`src/rtl/cordic_pkg.sv`:
```
// Shared constants, state encoding and arctangent table for the iterative CORDIC unit.
package cordic_pkg;

    localparam logic signed [17:0] K_INIT      = 18'sd39797;
    localparam logic signed [16:0] PI_Q13      = 17'sd25736;
    localparam logic signed [16:0] HALF_PI_Q13 = 17'sd12868;
    localparam logic signed [16:0] TWO_PI_Q13  = 17'sd51472;

    typedef enum logic [1:0] {IDLE, ROTATE, DONE} state_e;

    // atan(2^-i) in Q3.13
    function automatic logic signed [16:0] atan_lut(input logic [3:0] idx);
        logic signed [16:0] v;
        unique case (idx)
            4'd0:    v = 17'sd6434;
            4'd1:    v = 17'sd3798;
            4'd2:    v = 17'sd2007;
            4'd3:    v = 17'sd1019;
            4'd4:    v = 17'sd511;
            4'd5:    v = 17'sd256;
            4'd6:    v = 17'sd128;
            4'd7:    v = 17'sd64;
            4'd8:    v = 17'sd32;
            4'd9:    v = 17'sd16;
            4'd10:   v = 17'sd8;
            4'd11:   v = 17'sd4;
            4'd12:   v = 17'sd2;
            4'd13:   v = 17'sd1;
            default: v = 17'sd0;
        endcase
        return v;
    endfunction

endpackage

```
`src/rtl/cordic_micro_rot.sv`:
```
// One combinational rotation-mode CORDIC step; direction follows the sign of the residual angle.
module cordic_micro_rot
    import cordic_pkg::*;
(
    input  logic signed [17:0] x_i,
    input  logic signed [17:0] y_i,
    input  logic signed [16:0] z_i,
    input  logic        [3:0]  shift_i,
    output logic signed [17:0] x_o,
    output logic signed [17:0] y_o,
    output logic signed [16:0] z_o
);

    logic signed [17:0] x_sh;
    logic signed [17:0] y_sh;
    logic signed [16:0] atan_v;

    always_comb begin
        x_sh   = x_i >>> shift_i;
        y_sh   = y_i >>> shift_i;
        atan_v = atan_lut(shift_i);
        if (!z_i[16]) begin
            x_o = x_i - y_sh;
            y_o = y_i + x_sh;
            z_o = z_i - atan_v;
        end else begin
            x_o = x_i + y_sh;
            y_o = y_i - x_sh;
            z_o = z_i + atan_v;
        end
    end

endmodule

```
`src/rtl/cordic.sv`:
```
// Iterative sine/cosine generator, one micro-rotation per clock; results held until the next one.
// Define CORDIC_VALID_EN to add a one-cycle 'valid' strobe marking fresh X/Y.
module cordic
    import cordic_pkg::*;
#(
    parameter int unsigned ITERATIONS = 16
) (
    input  logic               clk,
    input  logic               rst,
    input  logic               en,
    input  logic signed [15:0] Angle,
    output logic signed [15:0] X,
    output logic signed [15:0] Y
`ifdef CORDIC_VALID_EN
    ,
    output logic               valid
`endif
);

    state_e             state_q, state_d;
    logic        [3:0]  cnt_q, cnt_d;
    logic signed [17:0] x_q, x_d, y_q, y_d;
    logic signed [16:0] z_q, z_d;
    logic signed [15:0] x_out_q, x_out_d, y_out_q, y_out_d;
    logic signed [16:0] a_wrap;
    logic signed [17:0] x_rot, y_rot;
    logic signed [16:0] z_rot;

    cordic_micro_rot u_micro_rot (
        .x_i     (x_q),
        .y_i     (y_q),
        .z_i     (z_q),
        .shift_i (cnt_q),
        .x_o     (x_rot),
        .y_o     (y_rot),
        .z_o     (z_rot)
    );

    always_comb begin
        state_d = state_q;
        cnt_d   = cnt_q;
        x_d     = x_q;
        y_d     = y_q;
        z_d     = z_q;
        x_out_d = x_out_q;
        y_out_d = y_out_q;

        a_wrap = {Angle[15], Angle};
        if (a_wrap > PI_Q13) begin
            a_wrap = a_wrap - TWO_PI_Q13;
        end else if (a_wrap < -PI_Q13) begin
            a_wrap = a_wrap + TWO_PI_Q13;
        end

        unique case (state_q)
            IDLE: begin
                if (en) begin
                    state_d = ROTATE;
                    cnt_d   = 4'd0;
                    // Fold |a| > pi/2 onto the right half-plane by starting from (0, +/-K)
                    if (a_wrap > HALF_PI_Q13) begin
                        z_d = a_wrap - HALF_PI_Q13;
                        x_d = 18'sd0;
                        y_d = K_INIT;
                    end else if (a_wrap < -HALF_PI_Q13) begin
                        z_d = a_wrap + HALF_PI_Q13;
                        x_d = 18'sd0;
                        y_d = -K_INIT;
                    end else begin
                        z_d = a_wrap;
                        x_d = K_INIT;
                        y_d = 18'sd0;
                    end
                end
            end
            ROTATE: begin
                x_d = x_rot;
                y_d = y_rot;
                z_d = z_rot;
                if (cnt_q == 4'(ITERATIONS - 1)) begin
                    state_d = DONE;
                end else begin
                    cnt_d = cnt_q + 4'd1;
                end
            end
            DONE: begin
                // Drop the two guard bits with round-half-up
                x_out_d = 16'((x_q + 18'sd2) >>> 2);
                y_out_d = 16'((y_q + 18'sd2) >>> 2);
                state_d = IDLE;
            end
            default: state_d = IDLE;
        endcase
    end

    always_ff @(posedge clk or negedge rst) begin
        if (!rst) begin
            state_q <= IDLE;
            cnt_q   <= 4'd0;
            x_q     <= 18'sd0;
            y_q     <= 18'sd0;
            z_q     <= 17'sd0;
            x_out_q <= 16'sd0;
            y_out_q <= 16'sd0;
        end else begin
            state_q <= state_d;
            cnt_q   <= cnt_d;
            x_q     <= x_d;
            y_q     <= y_d;
            z_q     <= z_d;
            x_out_q <= x_out_d;
            y_out_q <= y_out_d;
        end
    end

    assign X = x_out_q;
    assign Y = y_out_q;

`ifdef CORDIC_VALID_EN
    logic valid_q;

    always_ff @(posedge clk or negedge rst) begin
        if (!rst) begin
            valid_q <= 1'b0;
        end else begin
            valid_q <= (state_q == DONE);
        end
    end

    assign valid = valid_q;
`endif

endmodule

```
`config.mk`:
```
export PLATFORM = sky130hd
export DESIGN_NAME = cordic
export DESIGN_NICKNAME = d
export VERILOG_FILES = /design/src/rtl/cordic_pkg.sv /design/src/rtl/cordic_micro_rot.sv /design/src/rtl/cordic.sv
export SDC_FILE = /design/constraint.sdc
export NUM_CORES = 1
export LEC_CHECK = 0
export BUFFER_PORTS_ARGS = -buffer_cell sky130_fd_sc_hd__buf_2
export CAP_MARGIN = 20
export CORE_ASPECT_RATIO = 0.9
export CORE_MARGIN = 2
export CORE_UTILIZATION = 61
export DETAILED_ROUTE_END_ITERATION = 8
export HOLD_SLACK_MARGIN = 0.12
export PLACE_DENSITY = 0.79
export SLEW_MARGIN = 20
export SYNTH_ARGS = -nofsm -noshare
export SYNTH_HDL_FRONTEND = slang
export SYNTH_SLANG_ARGS = --single-unit
```
`constraint.sdc`:
```
create_clock -name clk -period 6.7 [get_ports clk]
set_input_delay 0.67 -clock clk [delete_from_list [all_inputs] [get_ports clk]]
set_output_delay 0.67 -clock clk [all_outputs]
set_load 0.005 [all_outputs]
```
==> results.md, run 1 <==
* Outcome: completed
* Initial antenna violation count at 0
* Ys async rst share at 100.0%
* Post-synth EDFFs at 0
* Post-Place Worst Slack at about 1.1 ns
* Vias in the first global route at 8857
* Max-Cap Viols at 0
* Slew @ Worst Pin at 1.009 ns
* Syn nets at 1334
* Flops & latches, synth at 91
* Max Freq at 170.9 MHz
* GR met3 Demand/Resource at between 6 and 7%
* Residual overflow from global routing at 0
* TritonCTS Buffers at 9
* Synth Cell Area at a little over 10000 sq um
* Max clock buf depth at 2
* Die area at 18060 sq um
* First drt pass iteration count at 5
* Setup crit start kind: flip-flop
* Slowest-stage cell, CP: dfrtp_2
* CP Data Arrival Time at 6.06 ns
* Yosys warns at 0
* Crit path max fanout at 46
* TritonCTS clock tree: built
* Count of input and output buffers at 50
* First-pass GRT wire length at approximately 46000 um
* GR Util met1 at 44.12%
* Hold Vio Cnt, Final at 0
* Share of layout cells above drive strength 1 at 13.68%
* Critical path's top delay family: compound AO/OA/AOI/OAI gates
* Crit-path most repeated cell: nor2_1
* PostCTS Resize Cnt at 0
* Worst hold path type: in -> async
* Clk Latency, worst-skew pair at 0.36 ns
* Postcts setup bufs at 0
* Root buffer cell: clkbuf_16
* Crit Path Class: reg -> reg
* Die X at 141.4 um
* Crit path buf inv count at 0
* Hold WS at 0.3166 ns
* CP cell instances: mux4_2, nor2_1, nor2_1, o21ai_0, ha_1, nand2_1, nor2_1, nor2_1, xor2_1, ha_1, a211oi_1, o21ai_0, a21oi_1, o21bai_1, a2111oi_0, o31a_1, o21ai_0, xnor2_1, a21oi_1
* Final nets at 1328
* I/O pins at 51
* GP Congestion at about 0.99
* # H-tree levels at 3
* Crit path time final at between 5 and 6 ns
* Max-slew violations at 0
* Die Ht at 127.7 um
* Reg clk slew, reported paths at 0.07 ns
* TNS Setup at 0 ns
* Initial core utilization at between 60 and 70%
* Top_reg_cell synth: dfrtp_1
* Largest net degree at the start of global routing at 63
* Vias at 9582
* Req. time, crit path at slightly below 7 ns
* CP peak stage delay at 1.04 ns
* Mean Syn Cell Area at between 8 and 9 sq um
* Via-to-Cell Ratio at 6.590
* DRC Markers at 0
* Hold Buf Count CTS at 0
* Avg WL per Cell at roughly 19 um
* DRT Wirelength at 27690 um
* Setup violators final at 0
* Clock sinks at a little over 90
* Diode count at 0
* Fill count at 1427
* Cells after Synth at roughly 1200
* Tcrit/Tclk final at between 80% and 90%
* Core Area at 16780 sq um
* Sequential cell area fraction in the yosys report at 21.96%
* Post-synthesis cell type count at 93
* DRT iter0 DRCs at between 900 and 1000
* Rel. slew slack at 32.74%
* Rows at 45
* GRT Util Overall at 31.50%
* Final Worst Setup Slack at 0.8487 ns
* Setup crit end kind: flip-flop
* Global Route met2 Usage at 49.77%
* HPWL Detailed at 20270 um
* RSZ-0062 raised after global routing: false
* Top Usage Layer GRT: met2
* Syn-to-layout area delta at 5.563%
* Residual antenna-violating net count after detailed routing at 0
* Layout Skew at about 0.011 ns
## cell families (layout without fill, tap and decap cells)
family	Yosys count	in the layout	share of synthesized area [%]
flops	91	91	21.96
buf+inv	122	121	4.923
mux	75	75	11.64
xor+xnor	130	130	10.98
compound gates	366	366	23.37
simple gates	389	389	18.33
fa+ha+maj	71	71	8.785
## metal layers
layer	vias up	routed length, um
li1	4543	-
met3	66	2497
met5	-	0
met1	4492	12200
met2	481	12310
met4	0	677
## sequential cells by signal, summed over array words and instances (netlist names)
name and count:
X 16, Y 16, cnt_q 4, state_q 2
x_q 18, y_q 18, z_q 17
## worst reg2reg max path: stages, from the launching register on
cell       delay (ns)
dfrtp_2          1.04
mux4_2           0.68
nor2_1           0.11
nor2_1           0.06
o21ai_0          0.36
ha_1             0.24
nand2_1          0.07
nor2_1           0.24
nor2_1           0.08
xor2_1           0.18
ha_1             0.32
a211oi_1         0.55
o21ai_0          0.19
a21oi_1          0.26
o21bai_1         0.12
a2111oi_0        0.61
o31a_1           0.26
o21ai_0          0.12
xnor2_1          0.15
a21oi_1          0.08
## path summary, 6_finish.rpt
check	start	end	slack, ns	depth (start not counted)
min reg2reg	Y[12]	Y[12]	0.47	2
max reg2reg	cnt_q[0]	y_q[16]	0.85	19
min	rst	Y[9]	0.32	1
max in group asynchronous	rst	cnt_q[0]	5.29	2
max	cnt_q[0]	y_q[16]	0.85	19
min in group clk	Y[12]	Y[12]	0.47	2
## Yosys cell counts, types with 25 or more instances
cell | number | area, sq um
a21oi_1 | 98 | 490.5
a31oi_1 | 30 | 187.7
clkbuf_1 | 54 | 202.7
dfrtp_1 | 91 | 2277
ha_1 | 68 | 850.8
inv_1 | 38 | 142.6
mux2i_1 | 25 | 250.2
mux4_2 | 31 | 698.2
nand2_1 | 124 | 465.5
nand3_1 | 39 | 195.2
nor2_1 | 103 | 386.6
o21ai_0 | 78 | 390.4
xnor2_1 | 73 | 639.4
xor2_1 | 57 | 499.2
## layout by cell type, fill, tap and decap left out, types with 7 or more instances in the layout
cell type / count
nand3_1: 39
clkbuf_16: 9
xnor2_1: 73
a22oi_1: 10
buf_4: 15
o21ai_0: 78
inv_1: 38
and2_1: 10
mux2i_1: 25
nor2b_1: 11
a31oi_1: 30
nor2_1: 103
a21o_1: 16
nand2b_1: 14
mux4_2: 31
mux2_2: 16
ha_1: 68
a21oi_1: 98
o21a_1: 11
a31o_2: 7
buf_2: 49
dfrtp_1: 89
o22ai_1: 7
nand4_1: 7
xor2_1: 57
and3_1: 13
o211ai_1: 8
nand2_1: 124
a211oi_1: 21
nor3b_1: 7
nor3_1: 21
o31ai_1: 8
## metrics by stage
| step | utilization [%] | cell area (sq um) | cells |
|---|---|---|---|
| 2_1_floorplan | - | 10370 | 1244 |
| 3_3_place_gp | 63.43 | 10640 | 1437 |
| 3_5_place_dp | 63.43 | 10640 | 1437 |
| 4_1_cts | 65.12 | 10930 | 1453 |
| 5_1_grt | 65.23 | 10950 | 1454 |
| 6_report | 65.23 | 10950 | 1454 |
## area by class of cell
cell class / count / area (sq um) / area share, %
clock buffers: 9 / 225.2 / 2.058
well taps: 211 / 264.0 / 2.412
repair buffers: 65 / 377.9 / 3.452
multi-input cells: 1031 / 7591 / 69.35
inverters: 40 / 150.1 / 1.372
clock inverters: 7 / 57.56 / 0.5258
flip-flops and latches: 91 / 2280 / 20.83
Power of run 1 is not shown: default switching activity piles up to over one toggle a cycle in this logic, so the estimate is an artifact.
==> run 2: changes to the inputs <==
--- a/config.mk
+++ b/config.mk
@@ -11,6 +11,7 @@
 export CORE_MARGIN = 2
 export CORE_UTILIZATION = 61
 export DETAILED_ROUTE_END_ITERATION = 8
+export GPL_ROUTABILITY_DRIVEN = 0
 export HOLD_SLACK_MARGIN = 0.12
 export PLACE_DENSITY = 0.79
 export SLEW_MARGIN = 20
==> constraint.sdc (replaced) <==
create_clock -name clk -period 7.3 [get_ports clk]
set_input_delay 0.73 -clock clk [delete_from_list [all_inputs] [get_ports clk]]
set_output_delay 0.73 -clock clk [all_outputs]
set_load 0.005 [all_outputs]
==> results.md, run 2 (synthesis gave the netlist of run 1 again) <==
* First drt pass iteration count at 5
* Clock sinks at between 90 and 100
* DRT iter0 DRCs at around 780
* Vias in the first global route at 8890
* Slew @ Worst Pin at 1.080 ns
* Worst hold path type: in -> async
* Rows at 45
* Fill count at 1428
* Die Ht at ~130 um
* Die area at 18060 sq um
* PostCTS Resize Cnt at 0
* Core Area at 16780 sq um
* Crit path time final at 5.681 ns
* Reg clk slew, reported paths at 0.08 ns
* # H-tree levels at 3
* Tcrit/Tclk final at 77.82%
* Die X at around 140 um
* Largest net degree at the start of global routing at 63
* Crit path to: y_q[16]
* Crit. Startpoint: cnt_q[0]
* Setup crit start kind: flip-flop
* DRT Wirelength at around 28000 um
* Setup violators final at 0
* TritonCTS Buffers at 9
* Root buffer cell: clkbuf_16
* GRT Util Overall at a little under a third
* RSZ-0062 raised after global routing: false
* Diode count at 0
* Max-slew violations at 0
* Worst R2R Start: cnt_q[0]
* CP Data Arrival Time at 5.89 ns
* Multi-input gate area at 7601 sq um
* Share of layout cells above drive strength 1 at 13.40%
* Syn-to-layout area delta at 5.648%
* R2R Setup Slk at ~1.6 ns
* Storage cell area at 2282 sq um
* Met3 wire length at 2082 um
* Met2 wire length at 12350 um
* Max Freq at 176.0 MHz
* Layout Skew at 0.01383 ns
* Crit path max fanout at 46
* Most common cell after layout, fill and taps aside: nand2_1
* Clk Latency, worst-skew pair at around 0.36 ns
* Max layer used: met4
* Avg WL per Cell at 18.97 um
* End of the worst register-to-register path: y_q[16]
* Setup crit end kind: flip-flop
* HPWL Detailed at roughly 20000 um
* Vias at 9519
* Count of input and output buffers at 50
* Initial core utilization at 61.80%
* Max-Cap Viols at 0
* Worst R2R Path Depth at 18
* Initial antenna violation count at 0
* Hold WS at 0.3687 ns
* Hold Buf Count CTS at 0
* Req. time, crit path at roughly 7.5 ns
* Max clock buf depth at 2
* Commonest cells after routing, fill and taps aside: 124 x nand2_1, 103 x nor2_1, 98 x a21oi_1
* Rel. slew slack at 28.00%
* Outcome: completed
* I/O pins at around 50
* First-pass GRT wire length at 45220 um
* Postcts setup bufs at 0
* TNS Setup at 0 ns
* TritonCTS clock tree: built
* Residual overflow from global routing at 0
* Residual antenna-violating net count after detailed routing at 0
* Crit Path Class: reg -> reg
* DRC Markers at 0
* Largest regs: x_q: 18 flops, y_q: 18 flops, z_q: 17 flops
* Metal-1 WL at 12360 um
* Via-to-Cell Ratio at about 6.6
* Final nets at 1324
* Hold Vio Cnt, Final at 0
-- run 2: metal layers --
metal / vias to the layer above / track usage, %
met5: - / 0
met4: 0 / 10.00
met2: 400 / 49.46
met1: 4515 / 44.05
li1: 4545 / -
met3: 59 / 4.184
-- run 2: how the worst min path moves through the flow --
stage	from	endpoint	slack, ns
floorplan	rst	X[0]	0.43
global placement	Y[10]	Y[10]	0.46
detailed placement	Y[12]	Y[12]	0.46
CTS	rst	Y[14]	0.39
global route	rst	Y[9]	0.42
finish	rst	Y[9]	0.37
-- run 2: cell type report --
cell class                      instances  area share [%]
Multi-Input combinational cell       1031           69.39
Sequential cell                        91           20.83
Timing Repair Buffer                   61           3.061
Tap cell                              211           2.410
Clock buffer                            9           2.056
Inverter                               40           1.371
Clock inverter                          7          0.8795
-- run 2: critical path: stages, from the launching register on --
cell and delay [ns]:
dfrtp_2 1.04, mux4_2 0.63, mux2_2 0.30, a21oi_1 0.30, ha_1 0.23, nand2_1 0.07, nor2_1 0.21, nor2_1 0.08
xor2_1 0.16, ha_1 0.32, a211oi_1 0.42, o21ai_0 0.16, a21oi_1 0.24, o21bai_1 0.11, a2111oi_0 0.62, o31a_1 0.27
o21ai_0 0.12, xnor2_1 0.14, a21oi_1 0.08
-- run 2: through the flow --
step / worst slack [ns] / util (%) / cell area [sq um] / cells
6_report: 1.619 / 65.29 / 10950 / 1450
5_1_grt: 0.9919 / 65.29 / 10950 / 1450
4_1_cts: 1.551 / 65.21 / 10940 / 1450
3_5_place_dp: 1.608 / 63.30 / 10620 / 1434
3_3_place_gp: 1.777 / 63.30 / 10620 / 1434
2_1_floorplan: 2.389 / - / 10370 / 1244
Power of run 2 is left out for the same reason.
==> run 3: changes to the inputs <==
--- a/config.mk
+++ b/config.mk
@@ -5,11 +5,12 @@
 export SDC_FILE = /design/constraint.sdc
 export NUM_CORES = 1
 export LEC_CHECK = 0
+export ABC_AREA = 1
 export BUFFER_PORTS_ARGS = -buffer_cell sky130_fd_sc_hd__buf_2
 export CAP_MARGIN = 20
 export CORE_ASPECT_RATIO = 0.9
 export CORE_MARGIN = 2
-export CORE_UTILIZATION = 61
+export CORE_UTILIZATION = 58
 export DETAILED_ROUTE_END_ITERATION = 8
 export GPL_ROUTABILITY_DRIVEN = 0
 export HOLD_SLACK_MARGIN = 0.12
==> constraint.sdc (replaced) <==
create_clock -name clk -period 5.1 [get_ports clk]
set_input_delay 0.51 -clock clk [delete_from_list [all_inputs] [get_ports clk]]
set_output_delay 0.51 -clock clk [all_outputs]
set_load 0.005 [all_outputs]
==> results.md, run 3 <==
* Final nets at about 1900
* Post-synthesis cell type count at 56
* Cells after Synth at 1747
* Top cell type's share of synthesized area at 21.12%
* Clk Latency, worst-skew pair at 0.36 ns
* First drt pass iteration count at 7
* Critical path's top delay family: compound AO/OA/AOI/OAI gates
* Rel. slew slack at 28.69%
* Count of input and output buffers at 50
* Max Freq at 214.3 MHz
* Crit Path Class: reg -> reg
* Share of layout cells above drive strength 1 at 8.705%
* Initial core utilization at about three fifths
* Ys async rst share at between 90% and 100%
* Synth top cells by count: 493 x nand2_1, 185 x inv_1, 171 x nor2_1, 158 x o21ai_0, 113 x a21oi_1
* Fill count at 1771
* Top cells by area, synth: dfrtp_1 21%, nand2_1 17%, ha_1 7.9%
* Worst hold path type: in -> async
* Reg clk slew, reported paths at 0.07 ns
* I/O pins at between 50 and 60
* GRT Util Overall at about a third
* RSZ-0062 raised after global routing: false
* Slowest-stage cell, CP: o21ai_0
* Max-Cap Viols at 0
* Crit path max fanout at 37
* Syn-to-layout area delta at 6.509%
* Root buffer cell: clkbuf_16
* CP peak stage delay at 0.51 ns
* Residual antenna-violating net count after detailed routing at 0
* Dpl cells at 1996
* Largest net degree at the start of global routing at 55
* Post-synth EDFFs at 0
* Syn nets at roughly 1800
* Req. time, crit path at 5.39 ns
* Most numerous cell in the Yosys netlist: nand2_1
* Crit-path most repeated cell: o21ai_0
* Clock sinks at 91
* Multi-input gate area at 7458 sq um
* Layout Skew at 0.007847 ns
* Tcrit/Tclk final at 91.50%
* WP depth at 23
* Outcome: completed
* Yosys warns at 0
* DRC Markers at 0
* Worst R2R Path Depth at 23
* Setup crit start kind: flip-flop
* TritonCTS clock tree: built
* Die Ht at 133.4 um
* Crit path buf inv count at 3
* DRT Wirelength at 30890 um
* Setup violators final at 0
* Hold Buf Count CTS at 0
* Diode count at 0
* Die area at 19700 sq um
* TritonCTS Buffers at 9
* TNS Setup at 0 ns
* Synth Cell Area at between 10000 and 15000 sq um
* Crit path time final at 4.667 ns
* Hold Vio Cnt, Final at 0
* Sequential cell area fraction in the yosys report at 21.12%
* CP Data Arrival Time at 4.96 ns
* DRT iter0 DRCs at around 1200
* Slew @ Worst Pin at 1.068 ns
* Mean Syn Cell Area at 6.173 sq um
* Cell taking the most area after synthesis: dfrtp_1
* Layout Cells excl Fill at 2014
* Max clock buf depth at 2
* CP cell instances: buf_4, o21ai_0, nand2_1, o21ai_0, o21ai_0, o21a_1, inv_1, ha_1, nor3b_1, nand4_1, nand2_1, xor2_1, inv_1, ha_1, a21oi_1, o21ai_0, a21oi_1, a21oi_1, o21ai_0, nand2_1, nand2_1, nand2_1, o21ai_0
* Commonest cells after routing, fill and taps aside: 493 x nand2_1, 185 x inv_1, 169 x nor2_1
* Initial antenna violation count at 0
* Setup crit end kind: flip-flop
* Most common cell after layout, fill and taps aside: nand2_1
* Flops & latches, synth at 91
* Storage cell area at 2278 sq um
* Hold WS at roughly 0.11 ns
* Vias in the first global route at 10240
* # H-tree levels at 3
* Residual overflow from global routing at 0
* HPWL Detailed at 23950 um
* Largest regs: x_q: 18 flops, y_q: 18 flops, z_q: 17 flops
* First-pass GRT wire length at 50750 um
* Top_reg_cell synth: dfrtp_1
* Rows at between 40 and 50
* Avg WL per Cell at 15.34 um
* Vias at 11490
* Core Area at 18290 sq um
* Via-to-Cell Ratio at 5.705
* Max-slew violations at 0
* Die X at 147.7 um
==> run 3: worst paths after layout <==
kind | start | end | slack (ns)
max in group asynchronous | rst | y_q[8] | 3.93
worst max-delay path | cnt_q[0] | x_q[17] | 0.43
worst max register to register | cnt_q[0] | x_q[17] | 0.43
min in group clk | Angle[1] | z_q[1] | 0.41
worst min register to register | X[3] | X[3] | 0.48
worst min-delay path | rst | X[0] | 0.11
==> run 3: layout make-up <==
cell class                      instances  share of cell area [%]
Timing Repair Buffer                   69                   3.442
Tap cell                              245                   2.669
Clock buffer                            9                   1.961
Multi-Input combinational cell       1394                   64.93
Clock inverter                          7                  0.5991
Inverter                              199                   6.558
Sequential cell                        91                   19.84
==> run 3: cells by family after synthesis <==
| kind of cell | synth area share (%) |
|---|---|
| AOI/OAI and AO/OA | 19.84 |
| xor gates and xnor gates | 7.228 |
| adders and majority gates | 8.447 |
| buffers and inverters | 9.769 |
| DFF | 21.12 |
| muxes | 0.2785 |
| and+or+nand+nor | 33.32 |
==> run 3: metal layers <==
metal,routed length [um],GRT usage [%],share of wire [%]
met5,0,0,0
met4,466,7.532,1.5
met3,2580,5.308,8.4
met2,13210,47.83,43
met1,14630,46.90,47
==> run 3: repair_timing <==
action | in CTS | in global routing
setup buffers | 0 | 2
endpoints found under the setup margin | 0 | 8
resized for setup | 0 | 6
==> run 3: metrics by stage <==
stage / setup WS [ns] / util (%) / instance area, sq um
global route: 0.006108 / 62.80 / 11490
detailed placement: 0.4149 / 61.07 / 11170
finish: 0.4333 / 62.80 / 11490
floorplan: 1.014 / - / 10780
global placement: 0.5093 / 61.07 / 11170
CTS: 0.3582 / 62.68 / 11460
Power of run 3 is left out for the same reason.
